==> src/rtl/power2round_stream.sv <==
// Multi-lane Power2Round (t -> t1, t0) with per-polynomial beat counter and range flags.
// Latency 2 cycles; 2-stage elastic valid/ready pipeline, outputs hold while stalled.
module power2round_stream #(
  parameter int WIDTH = 24,
  parameter int D     = 13,
  parameter int T1_W  = 10,
  parameter int LANES = 4,
  parameter int N     = 256,
  parameter int Q     = 8380417
) (
  input  logic                     clk,
  input  logic                     rst,
  input  logic                     i_valid,
  output logic                     o_ready,
  input  logic [LANES*WIDTH-1:0]   i_data,
  input  logic                     i_mode,
  output logic                     o_valid,
  input  logic                     i_ready,
  output logic [LANES*T1_W-1:0]    o_t1,
  output logic [LANES*(D+1)-1:0]   o_t0,
  output logic [LANES-1:0]         o_err,
  output logic                     o_last
);

  localparam int BEATS = N / LANES;
  localparam int CW    = (BEATS > 1) ? $clog2(BEATS) : 1;
  localparam int HW    = WIDTH - D;
  localparam logic [WIDTH-1:0] Q_W      = WIDTH'(Q);
  localparam logic [D-1:0]     H_R      = {1'b1, {(D-1){1'b0}}};
  localparam logic [D:0]       H_T      = {2'b01, {(D-1){1'b0}}};
  localparam logic [CW-1:0]    CNT_LAST = CW'(BEATS - 1);

  logic                          r_s1_vld;
  logic [LANES-1:0][D-1:0]       r_s1_r0;
  logic [LANES-1:0][HW-1:0]      r_s1_hi;
  logic [LANES-1:0]              r_s1_err;
  logic                          r_s1_last;
  logic                          r_s1_mode;
  logic                          r_s2_vld;
  logic [CW-1:0]                 r_cnt;
  logic                          r_mode;

  logic [LANES-1:0][WIDTH-1:0]   w_in;
  logic                          w_acc;
  logic                          w_s2_ld;
  logic                          w_cnt_last;
  logic                          w_mode;
  logic [LANES-1:0]              w_up;
  logic [LANES-1:0][WIDTH-1:0]   w_t1_full;
  logic [LANES-1:0][D:0]         w_t0c;
  logic [LANES-1:0][T1_W-1:0]    w_t1;
  logic [LANES-1:0][D:0]         w_t0;

  assign w_in       = i_data;
  assign w_s2_ld    = !r_s2_vld || i_ready;
  assign o_ready    = !r_s1_vld || w_s2_ld;
  assign o_valid    = r_s2_vld;
  assign w_acc      = i_valid && o_ready;
  assign w_cnt_last = (r_cnt == CNT_LAST);
  assign w_mode     = (r_cnt == '0) ? i_mode : r_mode;

  // r0 - 2^D modulo 2^(D+1) is just {1, r0}, so the centred t0 needs no subtractor.
  always_comb begin
    w_up      = '0;
    w_t1_full = '0;
    w_t0c     = '0;
    w_t1      = '0;
    w_t0      = '0;
    for (int k = 0; k < LANES; k++) begin
      w_up[k]      = (r_s1_r0[k] > H_R);
      w_t1_full[k] = WIDTH'(r_s1_hi[k]) + WIDTH'(w_up[k]);
      w_t1[k]      = w_t1_full[k][T1_W-1:0];
      w_t0c[k]     = {w_up[k], r_s1_r0[k]};
      w_t0[k]      = r_s1_mode ? w_t0c[k] : (H_T - w_t0c[k]);
    end
  end

  always_ff @(posedge clk) begin
    if (rst) begin
      r_s1_vld  <= 1'b0;
      r_s1_r0   <= '0;
      r_s1_hi   <= '0;
      r_s1_err  <= '0;
      r_s1_last <= 1'b0;
      r_s1_mode <= 1'b0;
      r_s2_vld  <= 1'b0;
      r_cnt     <= '0;
      r_mode    <= 1'b0;
      o_t1      <= '0;
      o_t0      <= '0;
      o_err     <= '0;
      o_last    <= 1'b0;
    end else begin
      if (w_acc) begin
        r_cnt  <= w_cnt_last ? '0 : r_cnt + CW'(1);
        r_mode <= w_mode;
      end
      if (o_ready) begin
        r_s1_vld <= i_valid;
        if (i_valid) begin
          for (int k = 0; k < LANES; k++) begin
            r_s1_r0[k]  <= w_in[k][D-1:0];
            r_s1_hi[k]  <= w_in[k][WIDTH-1:D];
            r_s1_err[k] <= (w_in[k] >= Q_W);
          end
          r_s1_last <= w_cnt_last;
          r_s1_mode <= w_mode;
        end
      end
      if (w_s2_ld) begin
        r_s2_vld <= r_s1_vld;
        if (r_s1_vld) begin
          o_t1   <= w_t1;
          o_t0   <= w_t0;
          o_err  <= r_s1_err;
          o_last <= r_s1_last;
        end
      end
    end
  end

endmodule
==> config.mk <==
export PLATFORM = sky130hd
export DESIGN_NAME = power2round_stream
export DESIGN_NICKNAME = d
export VERILOG_FILES = /design/src/rtl/power2round_stream.sv
export SDC_FILE = /design/constraint.sdc
export NUM_CORES = 1
export LEC_CHECK = 0
export CORE_MARGIN = 2
export CORE_UTILIZATION = 46
export CTS_CLUSTER_DIAMETER = 50
export DETAILED_ROUTE_END_ITERATION = 10
export PLACE_DENSITY = 0.78
export SLEW_MARGIN = 20
export SYNTH_ARGS = -nofsm -noshare
export SYNTH_HDL_FRONTEND = slang
export SYNTH_SLANG_ARGS = --single-unit
==> constraint.sdc <==
create_clock -name clk -period 2.5 [get_ports clk]
set_input_delay 0.25 -clock clk [delete_from_list [all_inputs] [get_ports clk]]
set_output_delay 0.25 -clock clk [all_outputs]
set_load 0.02 [all_outputs]
### Yosys cells after proc, flatten, opt, wreduce, memory -nomap -nowiden

Index checks and enable logic that the tools add are counted.
W data, S select, Z words.

* add/subtract/negate cells: 9
* order comparisons: 8
* equal/unequal tests: 1
* muxes and demuxes: 6
* reductions and logical operators: 8

Operators by type and width (number)
* $ge A24 B23 Y1 const B: 4
* $mux W14: 4
* $sub A13 B14 Y14 const A: 4
* $gt A13 B13 Y1 const B: 4
* $add A10 B1 Y10: 4
* $add A6 B1 Y6 const B: 1
* $eq A6 B6 Y1 const B: 1
* $logic_not A6 Y1: 1
* $mux W6: 1
* $reduce_and A2 Y1: 2
* $logic_not A1 Y1: 2
* $logic_or A1 B1 Y1: 2
* $logic_and A1 B1 Y1: 1
* $mux W1: 1

* register bits after elaboration: 208
* input port bits: 101
* output and inout bits: 103
* logic and storage cells: 51

### Longest topological paths before layout

Gate-level depths: netlist of the first run.

* depth after elaboration: 4
* mapped depth: 11
* gate-level depth less buffers: 10

### Worst setup path after synthesis of the first run

No wires, ideal clock.

* kind: reg-to-reg
* start point: register r_s1_r0[15] (netlist name)
* end point: register o_t1[18]
* library setup time: 86 ps
* arrival time: 2136 ps
* required time: 2414 ps
* slack: 279 ps
* stages on the path, launching flop included: 11
* path buffers: 1
* clock period less this slack: 2221 ps
* path through: dfxtp_1 -> clkbuf_1 -> nor4_4 -> nand4_1 -> and2_1 -> ha_1 -> ha_1 -> nand3_1 -> nor3_1 -> xnor2_1 -> a211oi_1

* word-level cells in the longest chain between the ends: 2

RTL lines
* start: declaration: RTL line 34 `logic [LANES-1:0][D-1:0] r_s1_r0;`
* start signal: indexed assignment: RTL line 102 `r_s1_r0[k] <= w_in[k][D-1:0];`
* $gt A13 B13 Y1: RTL line 70 `w_up[k] = (r_s1_r0[k] > H_R);`
* $add A10 B1 Y10: RTL line 71 `w_t1_full[k] = WIDTH'(r_s1_hi[k]) + WIDTH'(w_up[k]);`
* end signal: assignment: RTL line 113 `o_t1 <= w_t1;`
* end: declaration: RTL line 19 `output logic [LANES*T1_W-1:0] o_t1,`

Every way passes these cells.
A chain may end at the register's enable or synchronous reset.

### Final worst setup path of the first run

* start point: register r_s1_vld
* end point: output port o_ready

* word-level cells in the longest chain between the ends: 2

RTL lines
* start: declaration: RTL line 33 `logic r_s1_vld;`
* start signal: assignment: RTL line 99 `r_s1_vld <= i_valid;`
* $logic_not A1 Y1: RTL line 56 `assign o_ready = !r_s1_vld || w_s2_ld;`
* $logic_or A1 B1 Y1: RTL line 56
* end: declaration: RTL line 14 `output logic o_ready,`

Every way passes these cells.

==> results.yml, run 1 <==
run_status:
  outcome: "complete, no violations"
cells_and_area:
  diodes: 0
  seq_area_um2: 4150
  layout.nets: 1430
  fillCellCount: 1621
  multi_input_area_um2: 4610
  final_common_cell: "nand2_1"
  final_cell_mix: "nand2_1 (242), dfxtp_1 (206), clkdlybuf4s50_1 (202)"
  synthToLayoutAreaGrowth_pct: 36.0
  final_util: 0.637
  drive_above_1_share: 0.0630
drt:
  routed_via_density: 5.34
  ant_nets: 0
  vias: 8534
  drt_iter0_drc: 504
  drt_pass1_iterations: 5
  drc: 0
  wl_per_cell_um: 15.6
  totalWireLength_um: 25000
global_route:
  grt_pass1_vias: 8056
  antenna_found_initial: 0
  grt_max_degree: 68
  grt_pass1_wl_um: 39800
  grt_usage: 0.234
  grt-ovfl-total: 0
floorplan:
  start_util: 0.468
  die_h_um: 145
  io_pins: 204
  dieWidth_um: 145
  dieArea_um2: 21000
  core_area_um2: 19500
  num_rows: 51
synthesis:
  ys_seq_elements: 207
  synth-async-reset-ratio: 0
  synth_nets: 1249
  ys_seq_area_frac: 0.455
  ys_types: 40
  netlist_area_um2: 9110
  netlist_instances: 1134
  ys.flop_type: "dfxtp_1"
  synthTopCellsByArea: "dfxtp_1 (45%), nand2_1 (10%), a21oi_1 (7.0%)"
  synth_edf_count: 0
  yosysTopAreaCellShare: 0.455
  yosysWarnings: 0
  avgSynthCellArea_um2: 8.04
  synth_top_area_cell: "dfxtp_1"
clocking:
  cts_num_sinks: 207
  cts-root-buf: "clkbuf_16"
  cts_made_buffers: 24
  clk_latency_ps: 500
  postCtsSetupBuffers: 0
  cts_tree: "yes"
  cts.repair.resized: 0
  clock_path_buffers: 3
  holdBufCountCts: 0
  htree_levels: 1
  path_clk_slew_ps: 60
timing:
  fin_tns_setup_ps: 0
  fin_worst_skew_ps: 9.94
  min_period_ps: 2300
  worst_pin_slew_ps: 668
  period_share: 0.919
  slew_viol_final: 0
  fmax_mhz: 435
  hold_viol: 0
  maxSlewHeadroom: 0.551
  setup_viol: 0
  rsz0062_at_grt: "no"
worst_setup_path:
  path_class: "reg -> out"
  cp-startpoint: "r_s1_vld"
  r2r_end: "o_t1[6]"
  cp-endpoint: "o_ready"
  arrival_ps: 2050
  r2r_setup_slack_ps: 230
  critPathMaxFanout: 6
  r2r_start: "r_s1_r0[2]"
  worst_r2r_path_depth: 8
  critPathRequiredTime_ps: 2250
  endpoint_kind: "output pin"
  startpoint_type: "flop"
pwr:
  power_density_nw_per_um2: 712
  power.share.clock: 0.410
  power.leakage_uw: 0.00439
  pwr-share-seq: 0.419
  ir_worst_vdd_uv: 415
  p_int_uw: 6470
  swShare: 0.266
  power_switching_uw: 2340
  comb_power_share: 0.171
placement:
  port_buffers: 203
  gp_congestion: 0.864
  hpwl_um: 18000
job:
  maxCapViolCount: 0
hold_path:
  hp-class: "in -> reg"
metrics by stage:
stage	power (uW)	hold slack (ps)	instance area [um^2]	worst slack, ps	cells
2_1_floorplan	4580	386	9110	279	1134
3_3_place_gp	5220	440	11500	262	1554
3_5_place_dp	5250	446	11500	180	1554
4_1_cts	8870	183	12400	123	1598
5_1_grt	9190	203	12400	55.3	1598
6_report	8820	191	12400	203	1598
layer usage:
| metal | wire length, um | vias up | share of wire | track usage |
|---|---|---|---|---|
| met1 | 10900 | 3946 | 0.44 | 0.304 |
| met4 | 553 | 0 | 0.022 | 0.0639 |
| li1 | - | 4280 | - | - |
| met5 | 0 | - | 0 | 0 |
| met3 | 1700 | 43 | 0.068 | 0.0418 |
| met2 | 11800 | 265 | 0.47 | 0.401 |
power groups by stage:
stage          sequential (uW)  clock (uW)  combinational, uW
2_1_floorplan             3840           0                739
3_3_place_gp              3750           0               1470
3_5_place_dp              3760           0               1490
4_1_cts                   3690        3670               1510
5_1_grt                   3720        3820               1640
6_report                  3690        3620               1510
worst min-delay path by stage:
stage | end | slack (ps) | start | cells after the start
2_1_floorplan | r_s1_hi[0] | 390 | i_data[13] | 2
3_3_place_gp | o_err[0] | 440 | r_s1_err[0] | 2
3_5_place_dp | o_t1[11] | 450 | o_t1[11] | 2
4_1_cts | r_s1_r0[32] | 180 | rst | 2
5_1_grt | r_s1_r0[33] | 200 | rst | 2
6_report | r_s1_r0[31] | 190 | rst | 2
state kept, by name, summed over array words and instances, names as in the netlist, 4 cells and up:
register,cells
o_err,4
o_t0,56
o_t1,40
r_cnt,6
r_s1_err,4
r_s1_hi,40
r_s1_r0,52
critical path: stages, from the launching register on:
cell	delay, ps
dfxtp_1	460
and3b_1	350
inv_1	160
clkdlybuf4s50_1	570
final cells by class:
class | instances | area share
inverters | 23 | 0.00697
clock buffers | 33 | 0.0553
repair buffers | 233 | 0.192
flip-flops and latches | 207 | 0.335
multi-input cells | 826 | 0.372
well taps | 265 | 0.0268
clock inverters | 11 | 0.0121
Yosys cell counts, types with 3 or more instances:
| cell | count |
|---|---|
| a41oi_1 | 6 |
| a211oi_1 | 81 |
| inv_1 | 23 |
| dfxtp_1 | 207 |
| and4_1 | 3 |
| nor2b_1 | 4 |
| xor2_1 | 24 |
| nor3_1 | 31 |
| ha_1 | 14 |
| nand2_1 | 243 |
| nor4_4 | 3 |
| nand3_1 | 17 |
| and2_1 | 3 |
| a31oi_1 | 16 |
| nor4_1 | 16 |
| o21ai_0 | 4 |
| nand4_1 | 28 |
| buf_2 | 14 |
| mux2i_1 | 7 |
| a21oi_1 | 128 |
| and3_1 | 5 |
| nor2_1 | 117 |
| clkbuf_1 | 62 |
| xnor2_1 | 57 |
cells by family (layout without fill, tap and decap cells):
family,Yosys count,after routing,share of synthesized area
AOI/OAI and AO/OA,242,242,0.162
DFF,207,207,0.455
xor gates and xnor gates,81,81,0.0779
muxes,7,7,0.00769
adders and majority gates,14,14,0.0192
buffers and inverters,101,300,0.0435
and+or+nand+nor,482,482,0.235
(Power assumes the default switching activity.)
==> inputs of run 2 (changes only) <==
Settings changed: CTS_CLUSTER_DIAMETER 50 to unset, SLEW_MARGIN 20 to unset.
==> run 2 against run 1 <==
Compared with the run above: combinational power hardly changed; hold slack gained 4.9 ps; global-route usage shrank 0.14 points; sequential share of layout area is 0.058 points higher; total power shrank 0.43%; register-to-register slack improved by 20 ps; first-iteration DRC count rose by 9.3%; die area did not move; via count about the same; clock power fell by 1%; critical path depth unchanged; largest cell class unchanged.
==> results.yml, run 2 (synthesis results as in run 1) <==
run_status:
  outcome: "complete, no violations"
placement:
  pre_cts_slack_ps: 180
  dp.cells: 1554
  hpwl_um: 18000
  dpl-instance-area_um2: 11500
  port_buffers: 203
  gp_congestion: 0.864
drt:
  drt_iter0_drc: 551
  routed_via_density: 5.35
  vias: 8526
  wl_per_cell_um: 15.6
  ant_nets: 0
  drc: 0
  totalWireLength_um: 24900
  drt_pass1_iterations: 6
worst_setup_path:
  critPathMaxFanout: 6
  endpoint_kind: "output pin"
  max_stage_delay_ps: 570
  r2r_setup_slack_ps: 250
  r2r_end: "o_t1[6]"
  critPathRequiredTime_ps: 2250
  startpoint_type: "flop"
  path_class: "reg -> out"
  worstPathCellList: "and3b_1 -> inv_1 -> clkdlybuf4s50_1"
  arrival_ps: 2030
  crit_path_top_delay_cell: "clkdlybuf4s50_1"
  worst_r2r_path_depth: 8
  r2r_start: "r_s1_r0[2]"
pwr:
  finalPower_uw: 8780
  power.leakage_uw: 0.00439
  power_density_nw_per_um2: 710
  ir_worst_vdd_uv: 455
clocking:
  postCtsSetupBuffers: 0
  cts_tree: "yes"
  cts_num_sinks: 207
  cts-root-buf: "clkbuf_16"
  htree_levels: 1
  clk_latency_ps: 500
  clock_path_buffers: 3
  cts.repair.resized: 0
  path_clk_slew_ps: 60
  holdBufCountCts: 0
  cts_made_buffers: 23
hold_path:
  hold_start: "rst"
  holdPathStages: 2
  holdPathEnd: "r_s1_r0[38]"
  hp-class: "in -> reg"
floorplan:
  die_h_um: 145
  core_area_um2: 19500
  dieArea_um2: 21000
  start_util: 0.468
  num_rows: 51
  io_pins: 204
  dieWidth_um: 145
cells_and_area:
  final_cell_mix: "nand2_1 (242), dfxtp_1 (206), clkdlybuf4s50_1 (202)"
  final_area_um2: 12400
  largest_reg_flops: 56
  final_common_cell: "nand2_1"
  seq_area_um2: 4150
  reg_top3: "o_t0 (56), r_s1_r0 (52)"
  max_flop_register: "o_t0"
  synthToLayoutAreaGrowth_pct: 35.7
  diodes: 0
  layout.nets: 1429
  drive_above_1_share: 0.0617
  final_cells: 1595
  fillCellCount: 1623
  multi_input_area_um2: 4610
timing:
  hold_viol: 0
  worst_pin_slew_ps: 665
  setup_slack_ps: 222
  rsz0062_at_grt: "no"
  fmax_mhz: 439
  period_share: 0.911
  fin_worst_skew_ps: 12.1
  fin_tns_setup_ps: 0
  setup_viol: 0
  slew_viol_final: 0
  min_period_ps: 2280
  maxSlewHeadroom: 0.553
job:
  maxCapViolCount: 0
global_route:
  grt_pass1_vias: 8014
  antenna_found_initial: 0
  grt-ovfl-total: 0
  grt_usage: 0.233
  grt_max_degree: 68
  grt_pass1_wl_um: 39600
## run 2: metrics by stage
stage / hold WS, ps / utilization
floorplan: 386 / -
global placement: 440 / 0.593
detailed placement: 446 / 0.593
CTS: 191 / 0.634
global route: 211 / 0.635
finish: 196 / 0.635
## run 2: how the worst max path moves through the flow
stage | start | to | slack, ps | cells after the start
2_1_floorplan | r_s1_r0[15] | o_t1[18] | 280 | 10
3_3_place_gp | r_s1_r0[19] | o_t1[18] | 260 | 9
3_5_place_dp | r_s1_r0[19] | o_t1[18] | 180 | 9
4_1_cts | r_s1_r0[6] | o_t1[6] | 120 | 8
5_1_grt | r_s1_r0[13] | o_t1[19] | 50 | 9
6_report | r_s1_vld | o_ready | 220 | 3
## run 2: layer usage
metal | share of wire | vias to the layer above | global-route usage
met5 | 0 | - | 0
met4 | 0.019 | 0 | 0.0654
met3 | 0.062 | 34 | 0.0342
met2 | 0.48 | 273 | 0.398
met1 | 0.44 | 3948 | 0.306
li1 | - | 4271 | -
## run 2: power breakdown
part	total [uW]	internal, uW	switching (uW)
clock network	3580	2250	1330
registers	3690	3500	187
logic	1510	727	780
total	8780	6480	2300
## run 2: final cells by class
class                      count  share of cell area
sequential                   207               0.335
multi-input combinational    826               0.372
clock buffer                  32              0.0533
inverter                      23             0.00698
timing repair buffer         233               0.193
clock inverter                 9              0.0125
tap                          265              0.0268
## run 2: worst max-delay path, delay by kind of cell, from the launching register on
family / cells / cell delay [ps]
flip-flops: 1 / 460
AND/OR/NAND/NOR: 1 / 350
buffers and inverters: 2 / 730
